`src/rtl/exc_tracker_if.sv`:
```
// -----------------------------------------------------------------------------
// exc_tracker_if
//   Bundles the pipeline-side signals of the exception tracker.
//
//   Pipeline -> tracker
//     advance     : every stage shifts one position this cycle
//     in_valid    : an instruction enters stage 0
//     in_bd       : entering instruction sits in a branch delay slot
//     in_pc       : PC of the entering instruction
//     stage_code  : code raised by stage i, slice [i*CODE_W +: CODE_W]
//     irq, irq_en : level interrupt request, global interrupt enable
//     eret        : instruction at the commit stage is ERET
//   Tracker -> pipeline
//     exc_req     : one-cycle pulse, take exception and flush
//     exc_code    : committed code (0 for an interrupt)
//     exc_epc     : return PC of the victim instruction
//     exc_bd      : victim was in a delay slot
//     exl         : handler active
//     eret_flush  : one-cycle pulse on a committed ERET
//     exc_cnt     : saturating exception count (only with EXC_TRACKER_CNT_EN)
//
//   Modports: master = pipeline side, slave = tracker side.
//   Optional feature macro: EXC_TRACKER_CNT_EN
// -----------------------------------------------------------------------------
interface exc_tracker_if #(
    parameter int NSTAGE = 4,
    parameter int PC_W   = 32,
    parameter int CODE_W = 5
);
    logic                     advance;
    logic                     in_valid;
    logic                     in_bd;
    logic [PC_W-1:0]          in_pc;
    logic [NSTAGE*CODE_W-1:0] stage_code;
    logic                     irq;
    logic                     irq_en;
    logic                     eret;

    logic                     exc_req;
    logic [CODE_W-1:0]        exc_code;
    logic [PC_W-1:0]          exc_epc;
    logic                     exc_bd;
    logic                     exl;
    logic                     eret_flush;

`ifdef EXC_TRACKER_CNT_EN
    logic [15:0]              exc_cnt;

    modport master (
        output advance, in_valid, in_bd, in_pc, stage_code, irq, irq_en, eret,
        input  exc_req, exc_code, exc_epc, exc_bd, exl, eret_flush, exc_cnt
    );

    modport slave (
        input  advance, in_valid, in_bd, in_pc, stage_code, irq, irq_en, eret,
        output exc_req, exc_code, exc_epc, exc_bd, exl, eret_flush, exc_cnt
    );
`else
    modport master (
        output advance, in_valid, in_bd, in_pc, stage_code, irq, irq_en, eret,
        input  exc_req, exc_code, exc_epc, exc_bd, exl, eret_flush
    );

    modport slave (
        input  advance, in_valid, in_bd, in_pc, stage_code, irq, irq_en, eret,
        output exc_req, exc_code, exc_epc, exc_bd, exl, eret_flush
    );
`endif

endinterface

```
`src/rtl/exc_tracker.sv`:
```
// -----------------------------------------------------------------------------
// exc_tracker
//   Precise-exception tracker for an in-order pipeline of NSTAGE stages
//   (stage 0 = fetch, stage NSTAGE-1 = commit). Each stage carries the
//   valid bit, delay-slot flag, PC and the first exception code raised for
//   its instruction. Codes are resolved only when the instruction commits,
//   so the oldest instruction's earliest-detected exception always wins.
//
//   Ports
//     clk    : sole clock, rising edge
//     reset  : synchronous, active-high reset
//     bus    : exc_tracker_if.slave (see interface header for signal list)
//
//   Parameters
//     NSTAGE : stages tracked (2..8)
//     PC_W   : PC width
//     CODE_W : exception-code width, code 0 = none
//
//   Optional feature macro: EXC_TRACKER_CNT_EN
//     When defined, bus.exc_cnt is a 16-bit saturating count of exc_req
//     cycles. When undefined there is no counter and no exc_cnt signal.
// -----------------------------------------------------------------------------
module exc_tracker #(
    parameter int NSTAGE = 4,
    parameter int PC_W   = 32,
    parameter int CODE_W = 5
) (
    input  logic          clk,
    input  logic          reset,
    exc_tracker_if.slave  bus
);

    localparam int LAST = NSTAGE - 1;

    typedef enum logic {
        NORMAL  = 1'b0,
        HANDLER = 1'b1
    } state_t;

    state_t state;
    state_t state_nxt;

    logic              st_valid [NSTAGE];
    logic              st_bd    [NSTAGE];
    logic [PC_W-1:0]   st_pc    [NSTAGE];
    logic [CODE_W-1:0] st_code  [NSTAGE];
    logic [CODE_W-1:0] eff_code [NSTAGE];

    logic              commit_en;
    logic              irq_take;
    logic              exc_take;
    logic              eret_take;
    logic              flush;

    logic [PC_W-1:0]   epc_q;
    logic              epc_bd_q;

    // Return address of the victim: a delay-slot instruction restarts at its
    // branch, one word earlier. Subtraction wraps modulo 2^PC_W.
    function automatic logic [PC_W-1:0] victim_epc(input logic [PC_W-1:0] pc,
                                                   input logic            bd);
        return bd ? (pc - PC_W'(4)) : pc;
    endfunction

`ifdef EXC_TRACKER_CNT_EN
    logic [15:0] exc_cnt_q;

    function automatic logic [15:0] sat_inc16(input logic [15:0] v);
        return (v == 16'hFFFF) ? v : (v + 16'd1);
    endfunction
`endif

    // A code already carried by the instruction beats anything raised later
    // in the pipe; an empty stage contributes nothing.
    always_comb begin
        for (int i = 0; i < NSTAGE; i++) begin
            eff_code[i] = '0;
            if (st_valid[i]) begin
                eff_code[i] = (st_code[i] != '0) ? st_code[i]
                                                 : bus.stage_code[i*CODE_W +: CODE_W];
            end
        end
    end

    // Commit resolution and handler-state next-state logic. Interrupts are
    // masked while a handler runs; ERET only flushes when a handler is active.
    always_comb begin
        state_nxt      = state;
        commit_en      = 1'b0;
        irq_take       = 1'b0;
        exc_take       = 1'b0;
        eret_take      = 1'b0;
        bus.exc_req    = 1'b0;
        bus.exc_code   = '0;
        bus.eret_flush = 1'b0;

        commit_en = bus.advance && st_valid[LAST] && !reset;
        irq_take  = bus.irq && bus.irq_en && (state == NORMAL);
        exc_take  = commit_en && (irq_take || (eff_code[LAST] != '0));
        eret_take = commit_en && !exc_take && bus.eret && (state == HANDLER);

        bus.exc_req    = exc_take;
        bus.eret_flush = eret_take;
        if (exc_take && !irq_take) begin
            bus.exc_code = eff_code[LAST];
        end

        case (state)
            NORMAL:  if (exc_take)  state_nxt = HANDLER;
            HANDLER: if (eret_take) state_nxt = NORMAL;
            default: state_nxt = NORMAL;
        endcase
    end

    assign flush   = exc_take || eret_take;
    assign bus.exl = (state == HANDLER);

    always_ff @(posedge clk) begin
        if (reset) begin
            state <= NORMAL;
        end else begin
            state <= state_nxt;
        end
    end

    // Stage control: valid bits and carried codes. A flush wins over an
    // instruction entering in the same cycle. Without advance every stage
    // holds but latches its effective code, so a transient code is kept.
    always_ff @(posedge clk) begin
        if (reset || flush) begin
            for (int i = 0; i < NSTAGE; i++) begin
                st_valid[i] <= 1'b0;
                st_code[i]  <= '0;
            end
        end else if (bus.advance) begin
            st_valid[0] <= bus.in_valid;
            st_code[0]  <= '0;
            for (int i = 1; i < NSTAGE; i++) begin
                st_valid[i] <= st_valid[i-1];
                st_code[i]  <= eff_code[i-1];
            end
        end else begin
            for (int i = 0; i < NSTAGE; i++) begin
                st_code[i] <= eff_code[i];
            end
        end
    end

    // Stage payload: only meaningful while the matching valid bit is set.
    always_ff @(posedge clk) begin
        if (bus.advance) begin
            st_pc[0] <= bus.in_pc;
            st_bd[0] <= bus.in_bd;
            for (int i = 1; i < NSTAGE; i++) begin
                st_pc[i] <= st_pc[i-1];
                st_bd[i] <= st_bd[i-1];
            end
        end
    end

    // Victim capture: a nested exception inside a handler keeps the
    // original return address.
    always_ff @(posedge clk) begin
        if (reset) begin
            epc_q    <= '0;
            epc_bd_q <= 1'b0;
        end else if (exc_take && (state == NORMAL)) begin
            epc_q    <= victim_epc(st_pc[LAST], st_bd[LAST]);
            epc_bd_q <= st_bd[LAST];
        end
    end

    assign bus.exc_epc = epc_q;
    assign bus.exc_bd  = epc_bd_q;

`ifdef EXC_TRACKER_CNT_EN
    always_ff @(posedge clk) begin
        if (reset) begin
            exc_cnt_q <= '0;
        end else if (exc_take) begin
            exc_cnt_q <= sat_inc16(exc_cnt_q);
        end
    end

    assign bus.exc_cnt = exc_cnt_q;
`endif

endmodule

```
`src/flat_wrapper.sv`:
```
// flat-port wrapper written by rule: the top's interface ports become plain ports
module exc_tracker_flat 
#(
    parameter int NSTAGE = 4,
    parameter int PC_W   = 32,
    parameter int CODE_W = 5
)
  (clk, reset, bus_advance, bus_in_valid, bus_in_bd, bus_in_pc, bus_stage_code, bus_irq, bus_irq_en, bus_eret, bus_exc_req, bus_exc_code, bus_exc_epc, bus_exc_bd, bus_exl, bus_eret_flush);
  exc_tracker_if #(.NSTAGE(NSTAGE), .PC_W(PC_W), .CODE_W(CODE_W)) bus_i ();
  input  logic clk;
  input  logic reset;
  input wire logic [$bits(bus_i.advance)-1:0] bus_advance;
  input wire logic [$bits(bus_i.in_valid)-1:0] bus_in_valid;
  input wire logic [$bits(bus_i.in_bd)-1:0] bus_in_bd;
  input wire logic [$bits(bus_i.in_pc)-1:0] bus_in_pc;
  input wire logic [$bits(bus_i.stage_code)-1:0] bus_stage_code;
  input wire logic [$bits(bus_i.irq)-1:0] bus_irq;
  input wire logic [$bits(bus_i.irq_en)-1:0] bus_irq_en;
  input wire logic [$bits(bus_i.eret)-1:0] bus_eret;
  output wire logic [$bits(bus_i.exc_req)-1:0] bus_exc_req;
  output wire logic [$bits(bus_i.exc_code)-1:0] bus_exc_code;
  output wire logic [$bits(bus_i.exc_epc)-1:0] bus_exc_epc;
  output wire logic [$bits(bus_i.exc_bd)-1:0] bus_exc_bd;
  output wire logic [$bits(bus_i.exl)-1:0] bus_exl;
  output wire logic [$bits(bus_i.eret_flush)-1:0] bus_eret_flush;
  assign bus_i.advance = bus_advance;
  assign bus_i.in_valid = bus_in_valid;
  assign bus_i.in_bd = bus_in_bd;
  assign bus_i.in_pc = bus_in_pc;
  assign bus_i.stage_code = bus_stage_code;
  assign bus_i.irq = bus_irq;
  assign bus_i.irq_en = bus_irq_en;
  assign bus_i.eret = bus_eret;
  assign bus_exc_req = bus_i.exc_req;
  assign bus_exc_code = bus_i.exc_code;
  assign bus_exc_epc = bus_i.exc_epc;
  assign bus_exc_bd = bus_i.exc_bd;
  assign bus_exl = bus_i.exl;
  assign bus_eret_flush = bus_i.eret_flush;
  exc_tracker #(.NSTAGE(NSTAGE), .PC_W(PC_W), .CODE_W(CODE_W)) u_core (.clk(clk), .reset(reset), .bus(bus_i));
endmodule
```
`config.mk`:
```
export PLATFORM = sky130hd
export DESIGN_NAME = exc_tracker_flat
export DESIGN_NICKNAME = d
export VERILOG_FILES = /design/src/rtl/exc_tracker_if.sv /design/src/rtl/exc_tracker.sv /design/src/flat_wrapper.sv
export SDC_FILE = /design/constraint.sdc
export NUM_CORES = 1
export LEC_CHECK = 0
export BUFFER_PORTS_ARGS = -buffer_cell sky130_fd_sc_hd__buf_2
export CORE_MARGIN = 8
export CORE_UTILIZATION = 55
export CTS_CLUSTER_DIAMETER = 150
export CTS_CLUSTER_SIZE = 24
export DETAILED_ROUTE_END_ITERATION = 8
export PLACE_DENSITY = 0.77
export SLEW_MARGIN = 15
export SYNTH_ARGS = -nofsm -noshare
export SYNTH_HDL_FRONTEND = slang
export SYNTH_SLANG_ARGS = --single-unit
```
`constraint.sdc`:
```
create_clock -name clk -period 2.58 [get_ports clk]
set_input_delay 0.387 -clock clk [delete_from_list [all_inputs] [get_ports clk]]
set_output_delay 0.387 -clock clk [all_outputs]
set_load 0.02 [all_outputs]
```
# Word level (Yosys, flattened, before mapping)
# Memories as Yosys holds them, arrays and structs flattened.
# Cells that the tools add are included.
[word_totals]
n_memories = 4
out_inout_bits = 41
inputBits = 60
reg_bits = 34
ram_bits = 156
[classes]
n_addsub = 1
bitwise_logic = 13
n_reduce_logical = 21
mux = 34
[mem_list]
columns = ["memory", "words", "word_bits", "rd", "rd_clocked_by_memory_dff", "wr", "line_no", "source"]
rows = [
  ["u_core.st_pc", 4, 32, 4, 0, 4, "exc_tracker.sv:45", "logic [PC_W-1:0] st_pc [NSTAGE];"],
  ["u_core.st_code", 4, 5, 4, 0, 4, "exc_tracker.sv:46", "logic [CODE_W-1:0] st_code [NSTAGE];"],
  ["u_core.st_bd", 4, 1, 4, 0, 4, "exc_tracker.sv:44", "logic st_bd [NSTAGE];"],
  ["u_core.st_valid", 4, 1, 4, 0, 4, "exc_tracker.sv:43", "logic st_valid [NSTAGE];"],
]
[op_table]
columns = ["op", "n"]
rows = [
  ["$mux W5", 17],
  ["$mux W32", 1],
  ["$sub A32 B3 Y32 const B", 1],
  ["$reduce_bool A5 Y1", 5],
  ["$mux W1", 15],
  ["$or A1 B1 Y1", 12],
  ["$logic_and A1 B1 Y1", 10],
  ["$logic_not A1 Y1", 3],
  ["$logic_or A1 B1 Y1", 3],
  ["$pmux W1 S2", 1],
  ["$not A1 Y1", 1],
]

# Longest topological paths before layout
# Gate-level depths: netlist (run 1).
[logic_depth]
word_depth = 16
depth_mapped = 8
depth_no_buf = 7

# Least setup slack after synthesis (run 1)
# No wires, ideal clock.
[synth_timing]
path_type = "input-to-output"
startpoint = "in reset"
endpoint = "out bus_exc_code[4]"
stages = 6
t_required_ns = 2.193
arrival_ns = 1.551
path_buffers = 1
setup_slack_ns = 0.642
path_cell_list = "buf_2 -> inv_1 -> and3_1 -> and2_1 -> nand2_1 -> nor2_1"
[synth_via]
elab_chain_cells = 5
[synth_rtl]
columns = ["item", "line_no", "source"]
rows = [
  ["start: declaration", "flat_wrapper.sv:11", "input logic reset;"],
  ["$logic_not A1 Y1", "exc_tracker.sv:97", "commit_en = bus.advance && st_valid[LAST] && !reset;"],
  ["$logic_and A1 B1 Y1", "exc_tracker.sv:97", ""],
  ["$logic_and A1 B1 Y1", "exc_tracker.sv:99", "exc_take = commit_en && (irq_take || (eff_code[LAST] != '0));"],
  ["via bus_exc_req", "flat_wrapper.sv:20", "output wire logic [$bits(bus_i.exc_req)-1:0] bus_exc_req;"],
  ["$logic_and A1 B1 Y1", "exc_tracker.sv:104", "if (exc_take && !irq_take) begin"],
  ["$mux W5", "exc_tracker.sv:104", ""],
  ["end: declaration", "flat_wrapper.sv:21", "output wire logic [$bits(bus_i.exc_code)-1:0] bus_exc_code;"],
]
# The timed path passes the listed nets, and every way through them passes these cells.

==> results of run 1 <==
-- metal layers --
layer / vias to the layer above / share of wire (%) / global-route usage (%)
li1: 1967 / - / -
met1: 1840 / 41 / 17.5
met2: 148 / 50 / 24.4
met3: 28 / 6.5 / 4.07
met4: 0 / 2.9 / 8.71
met5: - / 0 / 0
-- state kept, by name (all words and copies together) (netlist names) --
register and cells:
u_core.st_valid 4, u_core.st_code 20, u_core.st_pc 128, u_core.bus.exc_bd 1
u_core.bus.exc_epc 32, u_core.st_bd 4, u_core.bus.exl 1
-- final cells by class --
cell class                 instances  area (um2)  share of cell area, %
inverter                           8        30.0                  0.358
clock buffer                      18         429                   5.12
clock inverter                    14         159                   1.89
multi-input combinational        258        1650                   19.6
sequential                       190        5370                   64.0
timing repair buffer             104         546                   6.50
tap                              172         215                   2.57
-- power groups by stage --
stage               clock network [W]  logic [W]  registers, W
finish                        0.00254   0.000287       0.00361
global route                  0.00274   0.000317       0.00362
CTS                           0.00260   0.000288       0.00361
detailed placement                  0   0.000287       0.00367
global placement                    0   0.000277       0.00366
floorplan                           0   0.000128       0.00367
-- worst max-delay path by stage --
stage | endpoint | slack (ps) | depth (start not counted)
finish | bus_exc_code[4] | 230 | 6
detailed placement | u_core.bus.exc_epc[17] | 300 | 6
floorplan | bus_exc_code[4] | 640 | 6
global route | bus_exc_code[2] | 5 | 6
global placement | u_core.bus.exc_bd | 410 | 6
CTS | bus_exc_code[4] | 160 | 6
-- kinds of logic after synthesis --
group / Yosys count / synth area share, %
flops: 190 / 76.2
simple gates: 137 / 10.8
compound gates: 68 / 7.18
xor+xnor: 28 / 3.48
buf+inv: 24 / 1.53
mux: 4 / 0.586
fa+ha+maj: 1 / 0.178
other cells: 1 / 0.0533
-- worst register-to-register path, cell delays in order (launching register included) --
cell and delay, ps:
dfxtp_1 360, nand3b_1 250, nand4_1 210, and3b_2 930
mux2i_1 310, nor2_1 50
-- stage by stage --
stage / hold WS, ps / cells / total power [W] / worst slack, ps
floorplan: 400 / 472 / 0.00380 / 642
global placement: 401 / 732 / 0.00394 / 415
detailed placement: 405 / 732 / 0.00396 / 298
CTS: 123 / 764 / 0.00650 / 159
global route: 115 / 764 / 0.00668 / 4.71
finish: 138 / 764 / 0.00644 / 225
-- synth_stat cells, types with 2 or more instances --
| library cell | n |
|---|---|
| buf_2 | 8 |
| a32o_1 | 3 |
| nor2_1 | 55 |
| inv_1 | 7 |
| nand2_1 | 14 |
| xor2_1 | 17 |
| nor4_1 | 3 |
| clkbuf_1 | 5 |
| or3_1 | 2 |
| buf_1 | 2 |
| and3b_1 | 2 |
| nand4b_1 | 3 |
| edfxtp_1 | 156 |
| nor3_1 | 9 |
| or4_1 | 5 |
| nor2b_1 | 5 |
| xnor2_1 | 11 |
| a21oi_1 | 6 |
| nand4_1 | 8 |
| a211oi_2 | 2 |
| a22o_1 | 2 |
| and2_1 | 8 |
| o22ai_1 | 7 |
| o2bb2ai_1 | 2 |
| a21o_1 | 10 |
| nand3_1 | 6 |
| and3_1 | 5 |
| a211oi_1 | 28 |
| dfxtp_1 | 34 |
| mux2i_1 | 3 |
| a31oi_1 | 4 |
| nor4_2 | 3 |
-- repair_timing --
action                     in CTS  in global routing
setup endpoints to repair       0                  4
hold endpoints to repair        0                  0
gates resized for setup         0                  1
hold buffers                    0                  0
==> flow_metrics.env, run 1 <==
export IMPL_cts_post_setup_buffers_inserted=0
export IMPL_mostFrequentLayoutCells="edfxtp_1, buf_2, nor2_1"
export IMPL_timing_rr_start="u_core.bus.exl"
export IMPL_rsz0062_at_grt="false"
export IMPL_max_stage_delay_ps=460
export IMPL_arrival_ps=1970
export IMPL_powerDensity_nw_per_um2=767
export IMPL_path_class="reg2out"
export IMPL_fillCellCount=857
export IMPL_io_pins=101
export IMPL_period_share_pct=91.3
export IMPL_cts_sinks=190
export IMPL_clock_skew_ps=7.63
export IMPL_cts_buffers_inserted=17
export IMPL_wl_um=11900
export IMPL_start_kind="flip-flop"
export IMPL_ys_warn_count=0
export IMPL_yosysSeqAreaShare_pct=76.2
export IMPL_grt_pass1_wl_um=19400
export IMPL_cts_root_buf="clkbuf_16"
export IMPL_htreeDepth=4
export IMPL_die_h_um=129
export IMPL_core_area_um2=12600
export IMPL_clkLatencyLatePin_ps=420
export IMPL_min_to="u_core.st_pc[0][22]"
export IMPL_final_net_count=640
export IMPL_hold_depth=1
export IMPL_crit_family="simple AND/OR/NAND/NOR gates"
export IMPL_synth_flop_cell="edfxtp_1"
export IMPL_synth_top_area_share_pct=66.5
export IMPL_fp_row_count=41
export IMPL_path_cells="nor3_2 > nand4_1 > and2_1 > nand2_1 > nor2_1 > buf_2"
export IMPL_port_buffers=100
export IMPL_seq_power_share_pct=56.0
export IMPL_p_leak_nw=3.12
export IMPL_cap_viol_max_count=0
export IMPL_synth_cell_area_um2=7040
export IMPL_clockPowerShare_pct=39.5
export IMPL_finalSetupTns_ps=0
export IMPL_slew_limit_headroom_pct=29.1
export IMPL_start_util_pct=56.0
export IMPL_synthTopCellsByArea="edfxtp_1, dfxtp_1, a211oi_1"
export IMPL_critPathMaxFanout=4
export IMPL_drv_slew=0
export IMPL_dpl_cell_area_um2=7800
export IMPL_synthCells=453
export IMPL_power_frac_comb_pct=4.5
export IMPL_tightestPinTransition_ps=1060
export IMPL_yosysTopAreaCell="edfxtp_1"
export IMPL_area_delta_synth_final_pct=19.2
export IMPL_antenna_cells=0
export IMPL_cp_buffers_inverters=1
export IMPL_status="complete, no violations"
export IMPL_dr_pass1_iters=4
export IMPL_cts_path_max_buffers=2
export IMPL_hold_start="bus_in_pc[22]"
export IMPL_fin_util_pct=66.7
export IMPL_max_vdd_ir_drop_v=0.000534
export IMPL_grt_overflow_total=0
export IMPL_worst_setup_path_end_kind="output pin"
export IMPL_synth_seq_cells=190
export IMPL_wl_per_cell_um=15.5
export IMPL_hp_class="in2reg"
export IMPL_reg2reg_depth=5
export IMPL_switching_power_w=0.00136
export IMPL_synth_edf_count=156
export IMPL_die_w_um=129
export IMPL_dieArea_um2=16700
export IMPL_grt_pass1_vias=4052
export IMPL_avgSynthCellArea_um2=15.5
export IMPL_place_hpwl_um=8310
export IMPL_ant_nets=0
export IMPL_intPower_w=0.00508
export IMPL_grt_total_usage_pct=15.0
export IMPL_required_ps=2190
export IMPL_reg2reg_to="u_core.bus.exc_epc[1]"
export IMPL_cpMaxStageDelayCell="edfxtp_1"
export IMPL_drt_initial_drc_count=270
export IMPL_swShare_pct=21.1
export IMPL_r2r_slack_ps=350
export IMPL_drive_above_1_share_pct=25.3
export IMPL_final_area_um2=8390
export IMPL_grt_max_degree=124
export IMPL_clkTransAtPathRegs_ps=70
export IMPL_gp_congestion=0.859
export IMPL_antenna_found_initial=0
export IMPL_ys_types=50
export IMPL_startpoint="u_core.st_code[3][1]"
export IMPL_cts_tree="built"
export IMPL_timing_hold_violations_final=0
export IMPL_setup_violations_final=0
export IMPL_viasPerCell=5.21
export IMPL_final_common_cell="edfxtp_1"
export IMPL_period_needed_ps=2350
export IMPL_async_reset_ff_share_pct=0
export IMPL_fmax_mhz=425
export IMPL_via_count=3983
export IMPL_drcViolationCount=0
Note: power is estimated with default switching activity, not from simulation.
==> run 2: changes to the inputs <==
Settings changed: CTS_BUF_LIST from default to sky130_fd_sc_hd__clkbuf_4.
==> flow_metrics.env, run 2 (same netlist as run 1, synthesis figures left out) <==
export IMPL_antenna_found_initial=0
export IMPL_startpoint="u_core.st_code[3][0]"
export IMPL_worst_setup_path_end_kind="output pin"
export IMPL_drive_above_1_share_pct=25.3
export IMPL_clkTransAtPathRegs_ps=150
export IMPL_period_needed_ps=2410
export IMPL_die_w_um=129
export IMPL_drcViolationCount=0
export IMPL_path_cells="nor3_4 > nand4_1 > and2_4 > nand2_1 > nor2_1 > buf_2"
export IMPL_cap_viol_max_count=0
export IMPL_fp_row_count=41
export IMPL_period_share_pct=93.2
export IMPL_critPathMaxFanout=4
export IMPL_die_h_um=129
export IMPL_required_ps=2190
export IMPL_timing_hold_violations_final=0
export IMPL_cts_root_buf="clkbuf_4"
export IMPL_hp_class="in2reg"
export IMPL_final_common_cell="edfxtp_1"
export IMPL_wl_um=12300
export IMPL_io_pins=101
export IMPL_seq_power_share_pct=65.2
export IMPL_reg2reg_depth=6
export IMPL_dr_pass1_iters=5
export IMPL_power_frac_comb_pct=6.1
export IMPL_timing_rr_start="u_core.bus.exl"
export IMPL_crit_family="simple AND/OR/NAND/NOR gates"
export IMPL_gp_congestion=0.859
export IMPL_htreeDepth=4
export IMPL_multi_input_area_um2=1660
export IMPL_arrival_ps=2020
export IMPL_grt_pass1_wl_um=19800
export IMPL_grt_overflow_total=0
export IMPL_path_depth=6
export IMPL_grt_total_usage_pct=15.5
export IMPL_max_stage_delay_ps=500
export IMPL_start_util_pct=56.0
export IMPL_grt_pass1_vias=4136
export IMPL_switching_power_w=0.00125
export IMPL_cts_tree="built"
export IMPL_swShare_pct=22.6
export IMPL_slew_limit_headroom_pct=29.7
export IMPL_fillCellCount=857
export IMPL_instances_no_fill=804
export IMPL_mostFrequentLayoutCells="edfxtp_1, buf_2, nor2_1"
export IMPL_grt_busiest_layer="met2"
export IMPL_place_hpwl_um=8310
export IMPL_viasPerCell=5.10
export IMPL_clock_skew_ps=13.3
export IMPL_p_leak_nw=3.17
export IMPL_placedCellCount=732
export IMPL_grt_met2_usage_pct=25.2
export IMPL_total_power_w=0.00553
export IMPL_drv_slew=0
export IMPL_tightestPinTransition_ps=1050
export IMPL_intPower_w=0.00428
export IMPL_via_count=4104
export IMPL_powerDensity_nw_per_um2=651
export IMPL_cp_buffers_inverters=1
export IMPL_ant_nets=0
export IMPL_final_net_count=680
export IMPL_wl_per_cell_um=15.3
export IMPL_max_vdd_ir_drop_v=0.000504
export IMPL_cp_endpoint="bus_exc_code[4]"
export IMPL_clockPowerShare_pct=28.7
export IMPL_setup_violations_final=0
export IMPL_final_area_um2=8490
export IMPL_finalSetupTns_ps=0
export IMPL_core_area_um2=12600
export IMPL_grt_max_degree=124
export IMPL_largest_reg_flops=128
export IMPL_path_class="reg2out"
export IMPL_dpl_cell_area_um2=7800
export IMPL_cts_sinks=190
export IMPL_cpMaxStageDelayCell="edfxtp_1"
export IMPL_reg2reg_to="u_core.bus.exc_epc[17]"
export IMPL_largest_register="u_core.st_pc"
export IMPL_antenna_cells=0
export IMPL_cts_path_max_buffers=2
export IMPL_cts_buffers_inserted=17
export IMPL_start_kind="flip-flop"
export IMPL_port_buffers=100
export IMPL_status="complete, no violations"
export IMPL_r2r_slack_ps=220
export IMPL_fmax_mhz=416
export IMPL_area_delta_synth_final_pct=20.6
export IMPL_seqCellArea_um2=5370
export IMPL_drt_initial_drc_count=293
export IMPL_met1_usage_pct=17.4
export IMPL_dieArea_um2=16700
export IMPL_fin_util_pct=67.6
export IMPL_clkLatencyLatePin_ps=560
export IMPL_met3_usage_pct=5.79
==> run 2: power groups by stage <==
stage	Clock, W	Sequential [W]	Combinational (W)
floorplan	0	0.00367	0.000128
global placement	0	0.00366	0.000277
detailed placement	0	0.00367	0.000287
CTS	0.00164	0.00360	0.000326
global route	0.00178	0.00362	0.000367
finish	0.00159	0.00360	0.000335
==> run 2: cell type report <==
| type | count | area share, % |
|---|---|---|
| tap | 172 | 2.53 |
| inverter | 8 | 0.354 |
| clock buffer | 18 | 1.59 |
| timing repair buffer | 144 | 10.9 |
| sequential | 190 | 63.2 |
| clock inverter | 14 | 1.87 |
| multi-input combinational | 258 | 19.5 |
==> run 2: routing by layer <==
layer,vias up,share of wire (%)
met4,0,3.1
met3,37,6.5
met5,-,0
met1,1886,40
li1,2040,-
met2,141,50
==> run 2: what timing repair did <==
item | CTS | global route
gates resized for setup | 1 | 3
buffers inserted | 0 | 7
endpoints found under the setup margin | 4 | 5
hold endpoints to repair | 33 | 0
hold buffers | 33 | 0
pin swaps | 0 | 2
==> run 2: worst reg2reg max path, delay by kind of cell (launching register included) <==
kind                   cells  cell delay [ps]
AND/OR/NAND/NOR            4             1460
flip-flops                 1              390
AO/OA/AOI/OAI              1              290
buffers and inverters      1              130
==> run 2: how the worst min path moves through the flow <==
stage,from,to,slack [ps],cells after the start
floorplan,u_core.st_bd[0],u_core.st_bd[1],400,0
global placement,u_core.st_pc[0][12],u_core.st_pc[1][12],400,0
detailed placement,u_core.st_bd[0],u_core.st_bd[1],400,0
CTS,bus_in_valid,u_core.st_valid[0][0],50,2
global route,bus_in_valid,u_core.st_valid[0][0],50,2
finish,bus_in_valid,u_core.st_valid[0][0],110,2
==> run 2: metrics by stage <==
stage	setup slack [ps]	hold slack [ps]
after CTS	25.6	50.2
final	175	108
after global routing	-4.27	47.6
after detailed placement	298	405
after global placement	415	401
after floorplan	642	400
==> run 3: changes to the inputs <==
Clock period 2.58 ns to 2.6 ns, I/O delays scaled along.
==> flow_metrics.env, run 3 (same netlist as run 1, synthesis figures left out) <==
export IMPL_fmax_mhz=411
export IMPL_drive_above_1_share_pct=25.2
export IMPL_core_area_um2=12600
export IMPL_area_delta_synth_final_pct=20.5
export IMPL_cts_tree="built"
export IMPL_max_stage_delay_ps=500
export IMPL_clkTransAtPathRegs_ps=150
export IMPL_cts_root_buf="clkbuf_4"
export IMPL_io_pins=101
export IMPL_grt_overflow_total=0
export IMPL_viasPerCell=5.14
export IMPL_drcViolationCount=0
export IMPL_mostFrequentLayoutCells="edfxtp_1, buf_2, nor2_1"
export IMPL_path_cells="nor3_4 > nand4_1 > and2_4 > nand2_1 > nor2_1 > buf_2"
export IMPL_clock_skew_ps=13.5
export IMPL_ant_nets=0
export IMPL_path_depth=6
export IMPL_grt_pass1_wl_um=19800
export IMPL_final_common_cell="edfxtp_1"
export IMPL_wl_per_cell_um=15.3
export IMPL_gp_congestion=0.859
export IMPL_fillCellCount=856
export IMPL_grt_max_degree=124
export IMPL_cp_buffers_inverters=1
export IMPL_critPathMaxFanout=4
export IMPL_htreeDepth=4
export IMPL_period_needed_ps=2430
export IMPL_dr_pass1_iters=5
export IMPL_place_hpwl_um=8310
export IMPL_via_count=4124
export IMPL_cts_path_max_buffers=2
export IMPL_timing_hold_violations_final=0
export IMPL_status="complete, no violations"
export IMPL_fp_row_count=41
export IMPL_powerDensity_nw_per_um2=646
export IMPL_total_power_w=0.00548
export IMPL_start_util_pct=56.0
export IMPL_grt_total_usage_pct=15.5
export IMPL_antenna_cells=0
export IMPL_final_net_count=679
export IMPL_grt_pass1_vias=4136
export IMPL_required_ps=2210
export IMPL_worst_setup_path_end_kind="output pin"
export IMPL_largest_register="u_core.st_pc"
export IMPL_start_kind="flip-flop"
export IMPL_cap_viol_max_count=0
export IMPL_tightestPinTransition_ps=1050
export IMPL_wl_um=12200
export IMPL_clkLatencyLatePin_ps=560
export IMPL_path_class="reg2out"
export IMPL_port_buffers=100
export IMPL_max_vdd_ir_drop_v=0.000500
export IMPL_crit_family="simple AND/OR/NAND/NOR gates"
export IMPL_cts_sinks=190
export IMPL_cpMaxStageDelayCell="edfxtp_1"
export IMPL_die_w_um=129
export IMPL_reg2reg_depth=6
export IMPL_slew_limit_headroom_pct=29.7
export IMPL_cts_buffers_inserted=17
export IMPL_drv_slew=0
export IMPL_dieArea_um2=16700
export IMPL_drt_initial_drc_count=326
export IMPL_hold_ws_ps=111
export IMPL_p_leak_nw=3.16
export IMPL_arrival_ps=2040
export IMPL_antenna_found_initial=0
export IMPL_period_share_pct=93.6
export IMPL_hold_depth=2
export IMPL_setup_violations_final=0
export IMPL_die_h_um=129
export IMPL_hp_class="in2reg"
export IMPL_largest_reg_flops=128
[run 3: worst paths after layout]
path	from	endpoint	slack, ps
worst min-delay path	bus_in_valid	u_core.st_valid[0][0]	110
worst max-delay path	u_core.st_code[3][1]	bus_exc_code[0]	170
worst min register to register	u_core.st_pc[0][8]	u_core.st_pc[1][8]	420
worst max register to register	u_core.bus.exl	u_core.bus.exc_epc[17]	250
[run 3: power by group]
part           total (W)  switching (W)  leakage [nW]  internal, W
sequential       0.00358      0.0000852          1.82      0.00349
clock            0.00157       0.000969         0.165     0.000605
combinational   0.000331       0.000183          1.18     0.000148
total            0.00548        0.00124          3.16      0.00424
[run 3: timing repair]
action,4_1_cts,5_1_grt
pin swaps,0,1
gates resized for setup,1,3
setup endpoints to repair,4,5
endpoints found under the hold margin,33,0
hold buffers,33,0
buffers inserted,0,6
[run 3: area by class of cell]
type	count	area [um2]	area share [%]
well taps	172	215	2.54
inverters	8	30.0	0.354
multi-input cells	258	1660	19.6
clock buffers	18	135	1.59
repair buffers	143	921	10.9
clock inverters	14	159	1.87
flip-flops and latches	190	5370	63.2
[run 3: metal layers]
metal  vias up  share of wire [%]  track usage (%)
met5         -                  0                0
met1      1897                 40             17.4
met4         0                3.2             8.22
met2       152                 50             25.2
met3        37                7.4             5.79
li1       2038                  -                -
[run 3: stage by stage]
step           TNS, ps  worst slack, ps  area [um2]  util (%)  cells
2_1_floorplan        0              656        7110         -    472
3_3_place_gp         0              432        7800      62.0    732
3_5_place_dp         0              315        7800      62.0    732
4_1_cts              0             42.6        8430      67.0    797
5_1_grt          -21.4            -14.5        8490      67.5    803
6_report             0              167        8490      67.5    803
